[src/rtl/axis_frame_packer.sv]
`default_nettype none
// ============================================================================
// Module      : axis_frame_packer
// Description : AXI-Stream frame transmitter. Accepts one parallel block
//               (256-bit key, 64-bit nonce, 64-bit counter, 512-bit payload)
//               and serializes it MSB-first as 32-bit words with full
//               valid/ready backpressure. Decrypt frames (28 words) carry the
//               key/nonce/counter header ahead of the payload; encrypt frames
//               (16 words) carry the payload only.
// Ports       : axis_clk, axis_reset_n (sync, active-low)
//               load_*  : block load handshake (load_ready combinational)
//               m_axis_*: 32-bit master stream, registered outputs
//               busy, frame_count : status
// Revision    : 1.0 - initial release
// ============================================================================
module axis_frame_packer #(
    parameter int GAP_CYCLES = 0
) (
    input  logic         axis_clk,
    input  logic         axis_reset_n,
    input  logic         encryp_decryp,
    input  logic         load_valid,
    output logic         load_ready,
    input  logic [255:0] load_key,
    input  logic [63:0]  load_nonce,
    input  logic [63:0]  load_counter,
    input  logic [511:0] load_data,
    output logic         m_axis_valid,
    output logic [31:0]  m_axis_data,
    output logic         m_axis_last,
    input  logic         m_axis_ready,
    output logic         busy,
    output logic [15:0]  frame_count
);

    localparam logic [1:0] c_IDLE     = 2'd0;
    localparam logic [1:0] c_SEND     = 2'd1;
    localparam logic [1:0] c_GAP      = 2'd2;

    localparam logic [4:0] c_LAST_DEC = 5'd27;
    localparam logic [4:0] c_LAST_ENC = 5'd15;

    localparam bit         c_HAS_GAP  = (GAP_CYCLES != 0);
    localparam logic [7:0] c_GAP_LAST = 8'(GAP_CYCLES - 1);

    logic [1:0]   state_q, state_d;
    logic [895:0] sr_q, sr_d;
    logic         fmt_q, fmt_d;
    logic [4:0]   idx_q, idx_d;
    logic [7:0]   gap_q, gap_d;
    logic         valid_q, valid_d;
    logic         last_q, last_d;
    logic [15:0]  frame_count_q, frame_count_d;

    logic         w_accept;
    logic         w_hs;
    logic [4:0]   w_idx_last;

    assign load_ready   = (state_q == c_IDLE) & axis_reset_n;
    assign w_accept     = load_valid & load_ready;
    assign w_hs         = valid_q & m_axis_ready;
    assign w_idx_last   = fmt_q ? c_LAST_DEC : c_LAST_ENC;

    // The current word is always the top of the shift register, so the data
    // output is registered without a separate holding flop.
    assign m_axis_valid = valid_q;
    assign m_axis_data  = sr_q[895:864];
    assign m_axis_last  = last_q;
    assign busy         = (state_q != c_IDLE);
    assign frame_count  = frame_count_q;

    always_comb begin
        state_d       = state_q;
        sr_d          = sr_q;
        fmt_d         = fmt_q;
        idx_d         = idx_q;
        gap_d         = gap_q;
        valid_d       = valid_q;
        last_d        = last_q;
        frame_count_d = frame_count_q;

        case (state_q)
            c_IDLE: begin
                if (w_accept) begin
                    fmt_d   = encryp_decryp;
                    // Encrypt frames left-align the payload so both formats
                    // drain from the same end of the register.
                    sr_d    = encryp_decryp
                              ? {load_key, load_nonce, load_counter, load_data}
                              : {load_data, 384'd0};
                    idx_d   = 5'd0;
                    valid_d = 1'b1;
                    last_d  = 1'b0;
                    state_d = c_SEND;
                end
            end
            c_SEND: begin
                if (w_hs) begin
                    if (idx_q == w_idx_last) begin
                        // No shift on the final word: data holds its last value.
                        valid_d       = 1'b0;
                        last_d        = 1'b0;
                        idx_d         = 5'd0;
                        gap_d         = 8'd0;
                        frame_count_d = frame_count_q + 16'd1;
                        state_d       = c_HAS_GAP ? c_GAP : c_IDLE;
                    end else begin
                        sr_d   = {sr_q[863:0], 32'd0};
                        idx_d  = idx_q + 5'd1;
                        last_d = ((idx_q + 5'd1) == w_idx_last);
                    end
                end
            end
            c_GAP: begin
                if (gap_q == c_GAP_LAST) begin
                    gap_d   = 8'd0;
                    state_d = c_IDLE;
                end else begin
                    gap_d   = gap_q + 8'd1;
                end
            end
            default: begin
                state_d = c_IDLE;
            end
        endcase
    end

    always_ff @(posedge axis_clk) begin
        if (!axis_reset_n) begin
            state_q       <= c_IDLE;
            sr_q          <= '0;
            fmt_q         <= 1'b0;
            idx_q         <= 5'd0;
            gap_q         <= 8'd0;
            valid_q       <= 1'b0;
            last_q        <= 1'b0;
            frame_count_q <= 16'd0;
        end else begin
            state_q       <= state_d;
            sr_q          <= sr_d;
            fmt_q         <= fmt_d;
            idx_q         <= idx_d;
            gap_q         <= gap_d;
            valid_q       <= valid_d;
            last_q        <= last_d;
            frame_count_q <= frame_count_d;
        end
    end

endmodule
`default_nettype wire

[config.mk]
export PLATFORM = sky130hd
export DESIGN_NAME = axis_frame_packer
export DESIGN_NICKNAME = d
export VERILOG_FILES = /design/src/rtl/axis_frame_packer.sv
export SDC_FILE = /design/constraint.sdc
export NUM_CORES = 2
export LEC_CHECK = 0
export CORE_UTILIZATION = 25
export DETAILED_ROUTE_END_ITERATION = 6
export RECOVER_POWER = 50
export SYNTH_ARGS = -nofsm -noshare
export SYNTH_HDL_FRONTEND = slang
export SYNTH_SLANG_ARGS = --single-unit
[constraint.sdc]
create_clock -name axis_clk -period 3.75 [get_ports axis_clk]
set_input_delay 0.375 -clock axis_clk [delete_from_list [all_inputs] [get_ports axis_clk]]
set_output_delay 0.375 -clock axis_clk [all_outputs]
set_load 0.01 [all_outputs]
Word-level counts from Yosys, hierarchy flattened
Cells that the tools add are included.
{"block": "op_classes", "order_cmp": 0, "eq_ne": 10, "n_reduce_logical": 11, "n_mux": 27, "div_mod_pow": 0, "add_sub_neg": 3, "n_mul": 0, "bitwise_logic": 3, "shift": 0}
{"operator": "896-bit two-way mux", "count": 4}
{"operator": "896-bit case mux with 2 select lines", "count": 1}
{"operator": "8-bit two-way mux", "count": 3}
{"operator": "5-bit two-way mux", "count": 4}
{"operator": "16-bit by 1-bit adder with 16-bit output (second input constant)", "count": 1}
{"operator": "8-bit case mux with 2 select lines", "count": 1}
{"operator": "4-bit AND reduction", "count": 3}
{"operator": "5-bit == test", "count": 2}
{"operator": "2-bit != test (second input constant)", "count": 5}
{"operator": "5-bit case mux with 2 select lines", "count": 1}
{"operator": "3-bit AND reduction", "count": 3}
{"operator": "8-bit by 1-bit adder with 8-bit output (second input constant)", "count": 1}
{"operator": "8-bit == test (second input constant)", "count": 1}
{"operator": "2-bit two-way mux", "count": 4}
{"operator": "1-bit two-way mux", "count": 6}
{"operator": "2-bit case mux with 3 select lines", "count": 1}
{"operator": "2-bit nonzero test", "count": 3}
{"operator": "5-bit by 1-bit adder with 5-bit output (second input constant)", "count": 1}
{"operator": "1-bit case mux with 2 select lines", "count": 2}
{"operator": "1-bit bitwise AND", "count": 3}
{"operator": "2-bit by 1-bit == test with 1-bit output (second input constant)", "count": 1}
{"operator": "2-bit == test (second input constant)", "count": 1}
{"operator": "2-bit zero test", "count": 1}
{"operator": "2-bit AND reduction", "count": 1}
{"block": "totals", "output_inout_bits": 52, "register_bits": 930, "mem_count": 0, "mem_bits_ro": 0, "inputBits": 901, "latch_bits": 0, "ramBits": 0, "wordCells": 62}

Depth between registers and ports, before layout
{"block": "depth", "depth_word": 5, "ltp_mapped": 10, "mapped_depth_nobuf": 5}

Worst setup path before layout
OpenSTA, ideal clock, no wires.
{"block": "synth_path", "path_type": "flip-flop to flip-flop", "start": "register valid_q (netlist: m_axis_valid)", "end": "register sr_q[226]", "setup_ns": 0.134, "arrival_time_ns": 1.933, "period_less_slack_ns": 2.067, "path_stages_with_launch": 11, "required_ns": 3.616, "slack_ns": 1.683, "path_buffers": 6, "path_cell_list": "dfxtp_1 buf_2 and2_1 buf_2 nor2_1 buf_2 nor2_1 buf_2 buf_2 buf_2 a211oi_1"}
{"block": "synth_via", "elab_chain_cells": 3}
{"element": "start, declared", "line_no": "51", "rtl": "logic valid_q, valid_d;"}
{"element": "start signal, assigned", "line_no": "144", "rtl": "valid_q <= valid_d;"}
{"element": "1-bit bitwise AND", "line_no": "61", "rtl": "assign w_hs = valid_q & m_axis_ready;"}
{"element": "2-bit != test (no source line)"}
{"element": "4-bit AND reduction (no source line)"}
{"element": "end signal, assigned", "line_no": "140", "rtl": "sr_q <= sr_d;"}
{"element": "end, declared", "line_no": "47", "rtl": "logic [895:0] sr_q, sr_d;"}
No other way between the ends.
A chain may end at the register's enable or synchronous reset.

Worst setup path after layout
{"block": "layout_path", "start": "register idx_q[0]", "end": "register sr_q[554]"}
{"block": "layout_via", "elab_chain_cells": 3}
{"element": "start, declared", "line_no": "49", "rtl": "logic [4:0] idx_q, idx_d;"}
{"element": "start signal, assigned", "line_no": "142", "rtl": "idx_q <= idx_d;"}
{"element": "5-bit == test", "line_no": "99", "rtl": "if (idx_q == w_idx_last) begin"}
{"element": "2-bit != test (no source line)"}
{"element": "4-bit AND reduction (no source line)"}
No other way between the ends.

==> qor.yml <==
worst_setup_path:
  crit_arrival_ps: 4040
  worst_ep_required_time_ps: 4360
  slowest_stage: "buf_6"
  critPathMaxStageDelay_ps: 1140
  timing.critical_path.fanout_max: 215
  crit_path_cell_trace: "ha_1 -> and3_1 -> a21boi_4 -> buf_6 -> o21ai_0 -> a21oi_1"
  critPathTopFamily: "buffers and inverters"
  critical_path.n_buffers_inverters: 1
  path_class: "register to register"
  crit_path_end_kind: "register"
  worstSetupStartpointType: "register"
global_route:
  first_global_vias: 48500
  grt_overflow: 0
  grt_pass1_wl_um: 386000
  grt_max_degree: 228
  antenna_found_initial: 58
  gr-usage-all-layers_pct: 28.2
detailed_routing:
  num_vias: 51500
  firstDrtPassIters: 7
  ant_nets: 0
  drc_errors: 0
  post_drt_wl_per_cell_um: 31.2
  drt-vias-per-instance: 5.67
  drt_wl_total_um: 284000
  drt_iter0_drc: 6424
clocking:
  cts_buffers: 111
  hold_buffers: 0
  cts-resized-gates: 0
  cts_setup_buffers: 0
  clk_path_buf_depth: 3
  insertion_delay_ps: 760
  root_buffer: "clkbuf_16"
  cts_tree: "done"
  cts.clk_slew.worst_paths_ps: 60
  htree_levels: 3
  clock_sinks: 920
cells_and_area:
  drive_gt1_share_pct: 4.93
  final_cells: 9085
  postLayoutCoreUtil_pct: 33.4
  areaGrowthSynthToFinish_pct: 32.2
  design_area_sq_um: 62200
  nNetsFinal: 7380
timing:
  period_minus_slack_ps: 3430
  layout_setup_ws_ps: 318
  max_clock_freq_ghz: 0.291
  setup_viol: 0
  hold_viol: 0
  post-route-period-util_pct: 91.5
  relSlewSlack_pct: -24.7
  whs_ps: 255
  clock_skew_ps: 77.2
  drv_slew: 288
  tns_ps: 0
  worstMarginPinSlew_ps: 1870
  grt_setup_unrepaired: "false"
power_and_ir_drop:
  switching_share_pct: 30.8
  total_power_mw: 27.9
  peakVddDrop_uv: 358
  pwr-share-clk_pct: 41.5
  seq_power_share_pct: 39.4
  p_comb_share_pct: 19.1
  p_int_mw: 19.3
  power.density_nw_per_um2: 450
  p_leak_nw: 21.3
  p_sw_mw: 8.60
placed_design:
  dp_cells: 8843
  dpl_worst_slack_ps: 845
  numPortBuffers: 952
  placed_area_sq_um: 58300
  place.detailed.hpwl_um: 212000
  gp_congestion: 0.973
die:
  die_h_um: 436
  initial_core_util_pct: 25.3
  dieWidth_um: 436
  die_area_sq_um: 190000
  core_sq_um: 186000
  pin_count: 953
  rows: 158
run_status:
  status: "complete, but fails checks"
  violations: "max-capacitance violations, max-slew violations"
synthesis:
  syn_nets: 6926
  dominantRegCellSynth: "dfxtp_1"
  avgSynthCellArea_sq_um: 7.81
  async_flop_share_pct: 0
  yosys_warnings: 0
  ys_types: 43
  syn_area_sq_um: 47000
  ys_ff_latch: 920
  ys_seq_area_share_pct: 39.2
  synth-edff-count: 0
  synth_cells: 6022
worst_hold_path:
  hold_path.class: "input pin to register"
job:
  maxCapViolations: 2
-- power by group through the flow --
stage / combinational [mW] / sequential, mW / clock (mW)
after floorplan: 2.62 / 10.9 / 0
after global placement: 5.25 / 11.2 / 0
after detailed placement: 5.27 / 11.2 / 0
after CTS: 5.29 / 11.0 / 11.7
after global routing: 5.60 / 11.1 / 12.1
final: 5.33 / 11.0 / 11.6
-- layer usage --
metal	up-vias	wire length (um)	global-route usage [%]
met2	2575	135000	46.5
met3	522	19300	4.38
met4	16	15900	15.7
met1	25300	113000	35.1
met5	-	112	0
li1	23100	-	-
-- path summary, 6_finish.rpt --
check | depth (start not counted) | startpoint | slack [ps] | to
max | 6 | idx_q[0] | 320 | sr_q[554]
min | 3 | load_data[23] | 260 | sr_q[23]
min reg2reg | 2 | sr_q[28] | 460 | sr_q[28]
max reg2reg | 6 | idx_q[0] | 320 | sr_q[554]
-- worst register-to-register path: cells and delay by family (launching register included) --
kind | cells | cell delay, ps
adders and majority gates | 1 | 360
AOI/OAI and AO/OA | 3 | 1130
and+or+nand+nor | 1 | 280
DFF | 1 | 390
buffers and inverters | 1 | 1140
-- cell usage in the layout (no fill, tap or decap), types with 2 or more instances in the layout --
master and n:
clkbuf_8 24, and3_1 3, xnor2_1 3, nand4_1 34
clkinvlp_4 7, nand2_1 558, clkinv_2 15, nor2_1 9
inv_1 3, nand3_1 523, and3b_1 2, bufinv_16 12
mux2i_1 514, a22oi_1 352, o31ai_1 7, ha_1 3
or3_1 7, o21ai_0 1069, a211oi_1 353, buf_12 41
clkbuf_1 28, a21oi_1 880, nor3b_1 2, nor2b_1 2
diode_2 38, nand3b_1 2, clkdlybuf4s50_1 900, dfxtp_1 919
a311oi_1 2, clkinv_16 2, or4_1 6, dlygate4sd3_1 50
clkbuf_4 6, clkinv_4 2, inv_6 4, clkbuf_16 112
buf_4 78, clkbuf_2 8
-- sequential cells by signal, summed over array words and instances, names as in the netlist --
signal / count
m_axis_valid: 1
fmt_q: 1
m_axis_last: 1
sr_q: 896
idx_q: 5
frame_count: 16
-- Yosys cell counts (3+ instances only) --
library cell,count,share of area (%)
a211oi_1,353,5.6
a21oi_1,880,9.4
a22oi_1,352,5.6
and3_1,3,0.040
buf_1,35,0.28
buf_2,53,0.56
buf_4,34,0.54
clkbuf_1,625,5.0
dfxtp_1,920,39
ha_1,3,0.080
inv_1,4,0.032
mux2i_1,514,11
nand2_1,558,4.5
nand3_1,523,5.6
nand4_1,34,0.45
nor2_1,10,0.080
nor2b_1,3,0.040
o21ai_0,1069,11
o31ai_1,7,0.11
or3_1,7,0.093
or4_1,6,0.096
xnor2_1,3,0.056
-- cell families (layout without fill, tap and decap cells) --
family          count (synthesis)  count (layout)  synth area share, %
other cells                     0              38                    0
fa+ha+maj                       3               3               0.0798
mux                           514             514                 10.9
flops                         920             920                 39.2
simple gates                 1158            1158                 11.0
buf+inv                       753            1298                 6.44
compound gates               2671            2671                 32.3
xor+xnor                        3               3               0.0559
-- final cells by class --
class | instances | area [sq um]
fillers | 19700 | 124000
multi-input cells | 4349 | 25600
flip-flops and latches | 920 | 18400
repair buffers | 1090 | 11000
clock buffers | 160 | 3220
well taps | 2480 | 3100
clock inverters | 44 | 637
diodes | 38 | 95.1
inverters | 4 | 22.5
Power figures use the tool's default switching activity.
